File: src/rtl/fft_ctrl_pkg.sv
// Shared definitions for the FFT input control path: state encoding,
// config-word field layout and the transform-size clamp helper.
package fft_ctrl_pkg;

    typedef enum logic [1:0] {
        IDLE   = 2'd0,
        CONFIG = 2'd1,
        STREAM = 2'd2
    } fftState_t;

    localparam int unsigned FWD_INV_BIT = 8;
    localparam int unsigned NFFT_WIDTH  = 5;

    // Limit a requested log2 size to the supported range.
    function automatic logic [NFFT_WIDTH-1:0] clampLog2(
        input logic [3:0]  req,
        input int unsigned minLog2,
        input int unsigned maxLog2
    );
        logic [NFFT_WIDTH-1:0] r;
        r = {1'b0, req};
        if (32'(req) < minLog2) begin
            r = NFFT_WIDTH'(minLog2);
        end else if (32'(req) > maxLog2) begin
            r = NFFT_WIDTH'(maxLog2);
        end
        return r;
    endfunction

    // Forward-transform config word carrying the NFFT field.
    function automatic logic [15:0] cfgWord(input logic [NFFT_WIDTH-1:0] nfft);
        logic [15:0] w;
        w = '0;
        w[FWD_INV_BIT] = 1'b1;
        w[NFFT_WIDTH-1:0] = nfft;
        return w;
    endfunction

endpackage

File: src/rtl/fft_input_sequencer_frame_counter.sv
// Sample-in-frame counter: wraps to zero on the transfer of the last index.
module frame_counter #(
    parameter int unsigned width = 12
) (
    input  logic             clk,
    input  logic             rstN,
    input  logic             inc,
    input  logic             clear,
    input  logic [width-1:0] lastIdx,
    output logic [width-1:0] count,
    output logic             atLast
);

    assign atLast = (count == lastIdx);

    // Count transfers; clear outside streaming, wrap at the frame end.
    always_ff @(posedge clk or negedge rstN) begin
        if (!rstN) begin
            count <= '0;
        end else if (clear) begin
            count <= '0;
        end else if (inc) begin
            count <= atLast ? '0 : count + width'(1);
        end
    end

endmodule

File: src/rtl/fft_input_sequencer.sv
// Feeds real samples into an FFT core as complex frames, issuing a config
// word whenever the transform size changes and marking each frame end.
module fft_input_sequencer
    import fft_ctrl_pkg::*;
#(
    parameter int unsigned MAX_LOG2 = 12,
    parameter int unsigned MIN_LOG2 = 3
) (
    input  logic        CLK,
    input  logic        RSTn,
    input  logic        enable,
    input  logic [3:0]  frameSize,
    input  logic [15:0] value,
    input  logic        valueValid,
    output logic        valueReady,
    output logic [15:0] cfgData,
    output logic        cfgValid,
    input  logic        cfgReady,
    output logic [31:0] tData,
    output logic        tValid,
    input  logic        tReady,
    output logic        tLast,
    input  logic        evtTlastUnexpected,
    input  logic        evtTlastMissing,
    output logic        frameDone,
    output logic        error,
    output logic        busy
);

    fftState_t             state;
    logic [NFFT_WIDTH-1:0] curLog2;
    logic [NFFT_WIDTH-1:0] reqLog2;
    logic [MAX_LOG2-1:0]   lastIdx;
    logic [MAX_LOG2-1:0]   sampleCount;
    logic                  atLast;
    logic                  inStream;
    logic                  xfer;
    logic                  lastXfer;

    assign reqLog2  = clampLog2(frameSize, MIN_LOG2, MAX_LOG2);
    assign lastIdx  = MAX_LOG2'((32'd1 << curLog2) - 32'd1);
    assign inStream = (state == STREAM);
    assign xfer     = inStream & valueValid & tReady;
    assign lastXfer = xfer & atLast;

    assign busy       = (state != IDLE);
    assign cfgValid   = (state == CONFIG);
    assign cfgData    = cfgWord(curLog2);
    assign tValid     = inStream & valueValid;
    assign valueReady = inStream & tReady;
    assign tData      = inStream ? {16'h0000, value} : '0;
    assign tLast      = inStream & (sampleCount == lastIdx);

    frame_counter #(
        .width(MAX_LOG2)
    ) uCounter (
        .clk    (CLK),
        .rstN   (RSTn),
        .inc    (xfer),
        .clear  (!inStream),
        .lastIdx(lastIdx),
        .count  (sampleCount),
        .atLast (atLast)
    );

    // Frame sequencing; size and enable are only acted on at frame boundaries.
    always_ff @(posedge CLK or negedge RSTn) begin
        if (!RSTn) begin
            state     <= IDLE;
            curLog2   <= NFFT_WIDTH'(MIN_LOG2);
            frameDone <= 1'b0;
            error     <= 1'b0;
        end else begin
            frameDone <= lastXfer;
            if (evtTlastUnexpected || evtTlastMissing) begin
                error <= 1'b1;
            end
            unique case (state)
                IDLE: begin
                    if (enable) begin
                        state   <= CONFIG;
                        curLog2 <= reqLog2;
                    end
                end
                CONFIG: begin
                    if (cfgReady) begin
                        state <= STREAM;
                    end
                end
                STREAM: begin
                    if (lastXfer) begin
                        if (!enable) begin
                            state <= IDLE;
                        end else if (reqLog2 != curLog2) begin
                            state   <= CONFIG;
                            curLog2 <= reqLog2;
                        end
                    end
                end
                default: state <= IDLE;
            endcase
        end
    end

endmodule

File: config.mk
export PLATFORM = sky130hd
export DESIGN_NAME = fft_input_sequencer
export DESIGN_NICKNAME = d
export VERILOG_FILES = /design/src/rtl/fft_ctrl_pkg.sv /design/src/rtl/fft_input_sequencer_frame_counter.sv /design/src/rtl/fft_input_sequencer.sv
export SDC_FILE = /design/constraint.sdc
export NUM_CORES = 1
export LEC_CHECK = 0
export CORE_UTILIZATION = 45
export DETAILED_ROUTE_END_ITERATION = 16
export HOLD_SLACK_MARGIN = 0.1
export PLACE_DENSITY = 0.83
export SYNTH_ARGS = -nofsm -noshare
export SYNTH_HDL_FRONTEND = slang
export SYNTH_SLANG_ARGS = --single-unit
File: constraint.sdc
create_clock -name CLK -period 7.8 [get_ports CLK]
set_clock_uncertainty 0.05 [all_clocks]
set_input_delay 0.78 -clock CLK [delete_from_list [all_inputs] [get_ports CLK]]
set_output_delay 0.78 -clock CLK [all_outputs]
set_load 0.005 [all_outputs]
=== Word level (Yosys, flattened, before mapping) ===
Index checks and enable logic that the tools add are counted.

* Register bits: 21
* Bits in latches: 0
* Memory bits (writable): 0
* Memory bits (read-only): 0
* Input port bits: 28
* Output and inout bits: 55
* Logic and storage cells: 49
* Memories kept: 0

* $add $sub $neg: 2
* $mul: 0
* Divide/modulo/power cells: 0
* Magnitude comparators: 2
* Equality and inequality tests: 11
* Shift-type cells: 1
* Muxes and demuxes: 17
* Bitwise logic cells: 5
* Reduce and logical (&&, ||, !) cells: 6

{| class="wikitable"
|+ Operator list
! cell !! count
|-
| 2-to-1 mux 12 bit || 3
|-
| 2-to-1 mux 5 bit || 5
|-
| 2-to-1 mux 16 bit || 1
|-
| adder 12 x 1 -> 12 bit (second input constant) || 1
|-
| equality test 12 bit || 1
|-
| << shifter 1 x 5 -> 12 bit (first input constant) || 1
|-
| subtractor 12 x 1 -> 12 bit (second input constant) || 1
|-
| 2-to-1 mux 2 bit || 5
|-
| one-hot mux 5 bit (2 select lines) || 1
|-
| inequality test 2 x 1 -> 1 bit (second input constant) || 4
|-
| one-hot mux 2 bit (3 select lines) || 1
|-
| bitwise AND 1 bit || 5
|-
| inequality test 5 bit || 1
|-
| AND reduction 5 bit || 1
|-
| greater-than comparator 4 bit (second input constant) || 1
|-
| < comparator 4 x 2 -> 1 bit (second input constant) || 1
|-
| 2-to-1 mux 4 bit || 1
|-
| inequality test 2 bit (second input constant) || 2
|-
| AND reduction 4 bit || 1
|-
| nonzero test 2 bit || 2
|-
| inequality test 3 x 2 -> 1 bit (second input constant) || 1
|-
| equality test 2 x 1 -> 1 bit (second input constant) || 1
|-
| equality test 2 bit (second input constant) || 1
|-
| zero test 2 bit || 1
|-
| logical OR 1 bit || 1
|}

=== Depth between registers and ports, before layout ===
Gate-level depths: netlist (run 1).

* Depth after elaboration: 8
* Mapped depth: 14
* Depth with buffers taken out: 9

=== Modules after synthesis ===
A second synthesis (run 1) with hierarchy kept.

* Cells, all modules: 268
* Area total of the unflattened synthesis: 2100.8 um^2

{| class="wikitable"
|+ Modules (own cells, without submodules)
! module !! times used !! cells each !! area an instance (um^2) !! sequential area each (um^2)
|-
| fft_input_sequencer || 1 || 168 || 1234.9 || 202.7
|-
| frame_counter || 1 || 100 || 865.8 || 300.3
|}

=== Worst setup path after synthesis (run 1) ===
No wires, ideal clock.

* Path type: register to output
* Start: reg curLog2[3]
* End: out tLast
* Arrival: 2.719 ns
* Data required time: 6.970 ns
* Setup slack: 4.251 ns
* Stages on the path, launching flop included: 10
* Buffers on the path: 2
* Cell sequence: dfrtp_1 > or4_1 > ha_1 > or4b_1 > and2_1 > a211oi_1 > nand4_1 > buf_2 > clkbuf_1 > nor3_1

* Longest elaborated chain between the ends: 4

{| class="wikitable"
|+ Ends and longest elaborated chain
! item !! RTL line !! RTL
|-
| start, declared || fft_input_sequencer.sv:31 || <nowiki>logic [NFFT_WIDTH-1:0] curLog2;</nowiki>
|-
| start signal, assigned || fft_input_sequencer.sv:70 || <nowiki>curLog2 <= NFFT_WIDTH'(MIN_LOG2);</nowiki>
|-
| start signal, assigned || fft_input_sequencer.sv:82 || <nowiki>curLog2 <= reqLog2;</nowiki>
|-
| start signal, assigned || fft_input_sequencer.sv:96 || <nowiki>curLog2 <= reqLog2;</nowiki>
|-
| << shifter 1 x 5 -> 12 bit || fft_input_sequencer.sv:41 || <nowiki>assign lastIdx = MAX_LOG2'((32'd1 << curLog2) - 32'd1);</nowiki>
|-
| subtractor 12 x 1 -> 12 bit || fft_input_sequencer.sv:41 ||
|-
| equality test 12 bit || fft_input_sequencer.sv:52 || <nowiki>assign tLast = inStream & (sampleCount == lastIdx);</nowiki>
|-
| bitwise AND 1 bit || fft_input_sequencer.sv:52 ||
|-
| end, declared || fft_input_sequencer.sv:22 || <nowiki>output logic tLast,</nowiki>
|}

No other way between the ends.

=== Worst setup path in the final report (run 1) ===
Ends and elaborated chain as after synthesis.

==> results of run 1 <==
## layer usage
layer  routed length (um)  vias to the layer above
li1                     -                      974
met1                 2040                      907
met2                 2400                       95
met3                  341                        8
met4                   60                        0
met5                    0                        -
## cells by family after synthesis
kind of cell	after synthesis	synth area share (%)
AOI/OAI and AO/OA	59	21.0
xor gates and xnor gates	10	4.24
adders and majority gates	4	2.18
buffers and inverters	58	16.5
DFF	20	24.4
muxes	7	3.39
other	2	0.364
and+or+nand+nor	106	28.0
## sequential cells by signal, indices dropped and copies added, names as in the netlist
| signal | flops |
|---|---|
| error | 1 |
| uCounter.count | 12 |
| frameDone | 1 |
| state | 2 |
| curLog2 | 4 |
## power by group
| part | leakage, nW | internal [mW] | total [mW] | switching (mW) |
|---|---|---|---|---|
| Clock | 0.0228 | 0.0363 | 0.0709 | 0.0345 |
| Sequential | 0.257 | 0.124 | 0.196 | 0.0720 |
| Combinational | 0.730 | 0.186 | 0.329 | 0.143 |
## worst max path at each step
stage                                 startpoint  endpoint  slack [ns]  depth (start not counted)
final                     curLog2[3]$_DFFE_PN0P_     tLast        2.60                          8
after floorplan           curLog2[3]$_DFFE_PN0P_     tLast        4.25                          9
after detailed placement  curLog2[3]$_DFFE_PN0P_     tLast        2.88                          8
after global routing      curLog2[2]$_DFFE_PN0P_     tLast        2.23                          9
after global placement    curLog2[3]$_DFFE_PN0P_     tLast        2.97                          8
after CTS                 curLog2[3]$_DFFE_PN0P_     tLast        2.60                          8
## metrics by stage
step                      utilization, %  hold slack (ns)  cells  setup slack [ns]
after CTS                           57.3            0.430    355              2.60
final                               57.3            0.421    355              2.60
after detailed placement            56.3            0.406    351              2.88
after global placement              56.3            0.408    351              2.97
after global routing                57.3            0.443    355              2.23
after floorplan                        -            0.408    292              4.25
## placed cells by master, fill, tap and decap left out, types with 3 or more instances in the layout
cell             Yosys  final
clkbuf_8             0      3
dfrtp_1             18     18
nand3_1             13     13
or4b_1               3      3
mux2i_1              7      7
o21ai_0             11     11
nor2_1               6      6
clkdlybuf4s50_1      0     54
and2_1              20     20
o211a_1              3      3
xor2_1               8      8
nand2_1             26     26
a21oi_1              7      7
nand2b_1             5      5
and3_1               4      4
o2111ai_1            3      3
inv_1               11     11
conb_1               2     28
o211ai_1            14     14
nor2b_1              5      5
or4_1                3      3
o311ai_0             5      5
nor3_1              10     10
a21o_1               3      3
## final cells by class
class / count / area (sq um) / area share, %
Multi-Input combinational cell: 214 / 1320 / 52.5
Timing Repair Buffer: 54 / 541 / 21.5
Sequential cell: 20 / 503 / 20.0
Tap cell: 52 / 65.1 / 2.59
Clock buffer: 4 / 45.0 / 1.79
Inverter: 11 / 41.3 / 1.64
==> metrics.md, run 1 <==
| Metric | Value |
|---|---|
| Status | `complete, no violations` |
| Die ar. | `4860 sq um` |
| Routing usage on met2 | `35.8%` |
| Reg clk slew, reported paths | `0.08 ns` |
| Seq/Total Area, Yosys | `24.4%` |
| Final setup viols | `0` |
| Post-CTS sizing | `0` |
| FMAX | `192 MHz` |
| Num CTS Buffers | `3` |
| Pre-antenna DRT Iters | `4` |
| Synth Flop Type | `dfrtp_1` |
| Worst r2r src | `curLog2[3]$_DFFE_PN0P_` |
| Critical path type | `flip-flop to output pin` |
| Top post-synthesis cells by area | `dfrtp_1, buf_4, and2_1` |
| Synth area leader | `dfrtp_1` |
| Maximum level of the CTS H-tree | `1` |
| Layer with the highest usage | `met2` |
| Cell Area, Synth | `2060 sq um` |
| Register-to-register setup slack | `2.92 ns` |
| Ys async rst share | `100%` |
| Total track usage | `20.4%` |
| Clock Latency Late Sink | `0.26 ns` |
| Max Cap Violations | `0` |
| Chip height | `69.7 um` |
| WL/cell | `13.6 um` |
| Hold Crit Start | `error$_DFFE_PN0P_` |
| Initial Util | `47.1%` |
| PortBufs | `54` |
| First-pass GRT wire length | `8260 um` |
| Core Box Area | `4380 sq um` |
| Synth unique cells | `48` |
| Min Tclk post-route | `5.20 ns` |
| Pin count of the biggest net entering global routing | `24` |
| Fillers | `399` |
| Overall Power | `0.596 mW` |
| Drt drc | `0` |
| Most frequent cells after synthesis | `buf_4, nand2_1, and2_1` |
| Slew margin rel. | `16.0%` |
| Met3 Use GR | `2.62%` |
| Syn avg cell area | `7.76 sq um` |
| Crit path DAT | `4.37 ns` |
| Vias in the first global route | `1897` |
| Worst path cell trace | `or4_1, ha_1, or4b_1, and2_1, a211oi_1, nand4_1, nor3_1, clkdlybuf4s50_1` |
| Post-DP HPWL | `3600 um` |
| Buffers & Inverters on Critical Path | `1` |
| Worst-margin pin slew | `1.25 ns` |
| Initial detailed-routing violation count | `130` |
| Worst hold path type | `flip-flop to flip-flop` |
| Gpl congestion | `0.821` |
| Antenna fix cells | `0` |
| Fin crit share | `66.7%` |
| Worst-path fanout max | `23` |
| Final Hold Viols | `0` |
| # IOs | `83` |
| Clock Tree Root | `clkbuf_8` |
| Met1 usage | `25.4%` |
| CP max stage cell | `or4_1` |
| CTS tree | `yes` |
| Wirelength, routed | `4840 um` |
| Synth Warn # | `0` |
| Crit path required time | `6.97 ns` |
| Initial antenna violation count | `0` |
| Hold Path Sink | `error$_DFFE_PN0P_` |
| Slowest stage delay, CP | `0.63 ns` |
| Crit end category | `output pin` |
| Crit-path leading delay family | `simple AND/OR/NAND/NOR gates` |
| Final ANT Viol Nets | `0` |
| Maximum vdd drop | `106 uV` |
| Number of enable flip-flop cells after synthesis | `0` |
| Setup TNS | `0 ns` |
| Design Area, Final | `2510 sq um` |
| Cell count after synthesis | `266` |
| Post-place instance area | `2470 sq um` |
| Die Width | `69.7 um` |
| Power Dens Cells | `237 nW/um^2` |
| Via count | `1984` |
| Reg2Reg Capture Point | `uCounter.count[4]$_DFFE_PN0P_` |
| Leak | `1.01 nW` |
| Layout cells sized above 1 | `3.30%` |
| CP Launch Type | `flip-flop` |
| Post-CTS setup repair buffer count | `0` |
| Via/cell ratio | `5.59` |
| Reg2reg path depth | `8` |
| Final max-slew violation count | `0` |
| Synth top area share | `21.8%` |
| Yosys reg bits | `20` |
| CTS Hold Bufs | `0` |
| Rows | `24` |
| Area grow syn2layout | `21.8%` |
| Clk buf depth | `2` |
| Cell with the most instances after synthesis | `buf_4` |
| GRT overflow | `0` |
| Hold path cells | `1` |
| Layout Nets | `334` |
| Clock sink count | `20` |
| RSZ-0062 raised after global routing | `no` |
(Power assumes the default switching activity.)
==> run 2, diff against run 1 <==
--- a/config.mk
+++ b/config.mk
@@ -5,10 +5,10 @@
 export SDC_FILE = /design/constraint.sdc
 export NUM_CORES = 1
 export LEC_CHECK = 0
-export CORE_UTILIZATION = 45
+export CORE_UTILIZATION = 44
 export DETAILED_ROUTE_END_ITERATION = 16
 export HOLD_SLACK_MARGIN = 0.1
-export PLACE_DENSITY = 0.83
+export PLACE_DENSITY = 0.81
 export SYNTH_ARGS = -nofsm -noshare
 export SYNTH_HDL_FRONTEND = slang
 export SYNTH_SLANG_ARGS = --single-unit
==> constraint.sdc (replaced) <==
create_clock -name CLK -period 4.8 [get_ports CLK]
set_clock_uncertainty 0.05 [all_clocks]
set_input_delay 0.48 -clock CLK [delete_from_list [all_inputs] [get_ports CLK]]
set_output_delay 0.48 -clock CLK [all_outputs]
set_load 0.005 [all_outputs]
==> metrics.md, run 2 (synthesis results as in run 1) <==
| Metric | Value |
|---|---|
| Status | `finished, violations left` |
| Failing checks | `DRC` |
| Final ANT Viol Nets | `0` |
| Power Dens Cells | `406 nW/um^2` |
| Final setup viols | `0` |
| Register-to-register setup slack | `1.11 ns` |
| Initial Util | `46.5%` |
| Max Cap Violations | `0` |
| Chip height | `70.5 um` |
| Post-CTS setup repair buffer count | `0` |
| Worst-path fanout max | `22` |
| RSZ-0062 raised after global routing | `no` |
| Commonest non-fill, non-tap cells in the layout | `clkdlybuf4s50_1, conb_1, nand2_1` |
| Crit end category | `output pin` |
| Via count | `2003` |
| Area grow syn2layout | `24.8%` |
| Antenna fix cells | `0` |
| Reg2Reg Capture Point | `uCounter.count[8]$_DFFE_PN0P_` |
| CP Launch Type | `flip-flop` |
| Via/cell ratio | `5.56` |
| Layout Nets | `339` |
| WL/cell | `13.9 um` |
| Maximum level of the CTS H-tree | `1` |
| Slowest stage delay, CP | `0.64 ns` |
| CP max stage cell | `dfrtp_1` |
| Worst-margin pin slew | `0.919 ns` |
| Crit path required time | `4.27 ns` |
| # IOs | `83` |
| Gpl congestion | `0.821` |
| Min Tclk post-route | `4.28 ns` |
| Worst r2r src | `curLog2[2]$_DFFE_PN0P_` |
| Crit-path leading delay family | `simple AND/OR/NAND/NOR gates` |
| Initial detailed-routing violation count | `150` |
| Post-CTS sizing | `0` |
| Maximum vdd drop | `297 uV` |
| Clock Tree Root | `clkbuf_8` |
| Initial antenna violation count | `0` |
| Fin crit share | `89.1%` |
| Leak | `1.05 nW` |
| Final Hold Viols | `0` |
| Clock sink count | `20` |
| Largest register FFs | `12` |
| Crit path from | `curLog2[2]$_DFFE_PN0P_` |
| Commonest non-fill, non-tap cell in the layout | `clkdlybuf4s50_1` |
| Drt drc | `2` |
| Slew margin rel. | `38.6%` |
| Critical path type | `flip-flop to output pin` |
| Num CTS Buffers | `3` |
| Overall Power | `1.05 mW` |
| CTS tree | `yes` |
| Buffers & Inverters on Critical Path | `1` |
| Wirelength, routed | `5020 um` |
| Pre-antenna DRT Iters | `10` |
| Core Box Area | `4440 sq um` |
| Clk buf depth | `2` |
| Vias in the first global route | `1871` |
| Number of cells on the critical path | `8` |
| Setup TNS | `0 ns` |
| Die Width | `70.5 um` |
| Die ar. | `4970 sq um` |
| CTS Hold Bufs | `0` |
| First-pass GRT wire length | `8520 um` |
| Layout cells sized above 1 | `5.19%` |
| Post-DP HPWL | `3800 um` |
| FMAX | `234 MHz` |
| PortBufs | `54` |
| Top reg by flops | `uCounter.count` |
| Reg2reg path depth | `10` |
| Total track usage | `21.0%` |
| Crit path capture | `tLast` |
| Pin count of the biggest net entering global routing | `23` |
| Worst hold path type | `flip-flop to flip-flop` |
| Reg clk slew, reported paths | `0.08 ns` |
| GRT overflow | `0` |
| Top flop regs | `uCounter.count (12), curLog2 (4), state (2)` |
| Crit path DAT | `3.75 ns` |
| Clock Latency Late Sink | `0.27 ns` |
| Worst path cell trace | `or4_1, ha_1, nor3b_1, o21ai_0, a311oi_1, nand3_1, nor3_1, clkdlybuf4s50_1` |
| Rows | `24` |
| Final max-slew violation count | `0` |
run 2: cell count changes in the layout (fill, tap and decap cells not counted):
cell,before,now
bufinv_16,0,1
buf_4,0,5
clkbuf_1,1,0
run 2: worst min-delay path by stage:
stage / start / to / slack (ns) / cells past startpoint
finish: error$_DFFE_PN0P_ / error$_DFFE_PN0P_ / 0.44 / 1
global route: error$_DFFE_PN0P_ / error$_DFFE_PN0P_ / 0.47 / 1
CTS: error$_DFFE_PN0P_ / error$_DFFE_PN0P_ / 0.45 / 1
detailed placement: error$_DFFE_PN0P_ / error$_DFFE_PN0P_ / 0.43 / 1
global placement: error$_DFFE_PN0P_ / error$_DFFE_PN0P_ / 0.40 / 1
floorplan: RSTn / curLog2[2]$_DFFE_PN0P_ / 0.13 / 0
run 2: final cells by class:
| class | count | area, sq um |
|---|---|---|
| fillers | 392 | 1870 |
| multi-input cells | 214 | 1320 |
| repair buffers | 59 | 578 |
| flip-flops and latches | 20 | 503 |
| well taps | 52 | 65.1 |
| clock buffers | 3 | 41.3 |
| inverters | 11 | 41.3 |
| clock inverters | 1 | 30.0 |
run 2: worst register-to-register path, stage by stage, from the launching register on:
cell,delay [ns]
dfrtp_1,0.64
or4_1,0.54
ha_1,0.41
or4b_1,0.55
a311oi_1,0.28
a211oi_1,0.07
nand4_1,0.12
buf_4,0.25
o21ai_0,0.15
buf_4,0.19
o311ai_0,0.31
run 2: per-layer routing:
metal	vias up	track usage [%]	wire length, um
met4	0	7.03	52
met5	-	0	0
li1	974	-	-
met3	7	4.76	394
met1	925	26.6	2180
met2	97	35.2	2390
run 2: power breakdown:
part | internal (mW) | switching, mW
Combinational | 0.317 | 0.258
Clock | 0.111 | 0.0640
Sequential | 0.202 | 0.0945
run 2: metrics by stage:
| stage | utilization (%) | area [sq um] | worst slack, ns | hold slack, ns | std cells |
|---|---|---|---|---|---|
| 6_report | 58.0 | 2580 | 0.522 | 0.442 | 360 |
| 5_1_grt | 58.0 | 2580 | 0.213 | 0.471 | 360 |
| 4_1_cts | 58.0 | 2580 | 0.554 | 0.447 | 360 |
| 3_5_place_dp | 56.4 | 2510 | 0.850 | 0.428 | 356 |
| 3_3_place_gp | 56.4 | 2510 | 0.965 | 0.399 | 356 |
| 2_1_floorplan | - | 2160 | 1.55 | 0.134 | 292 |
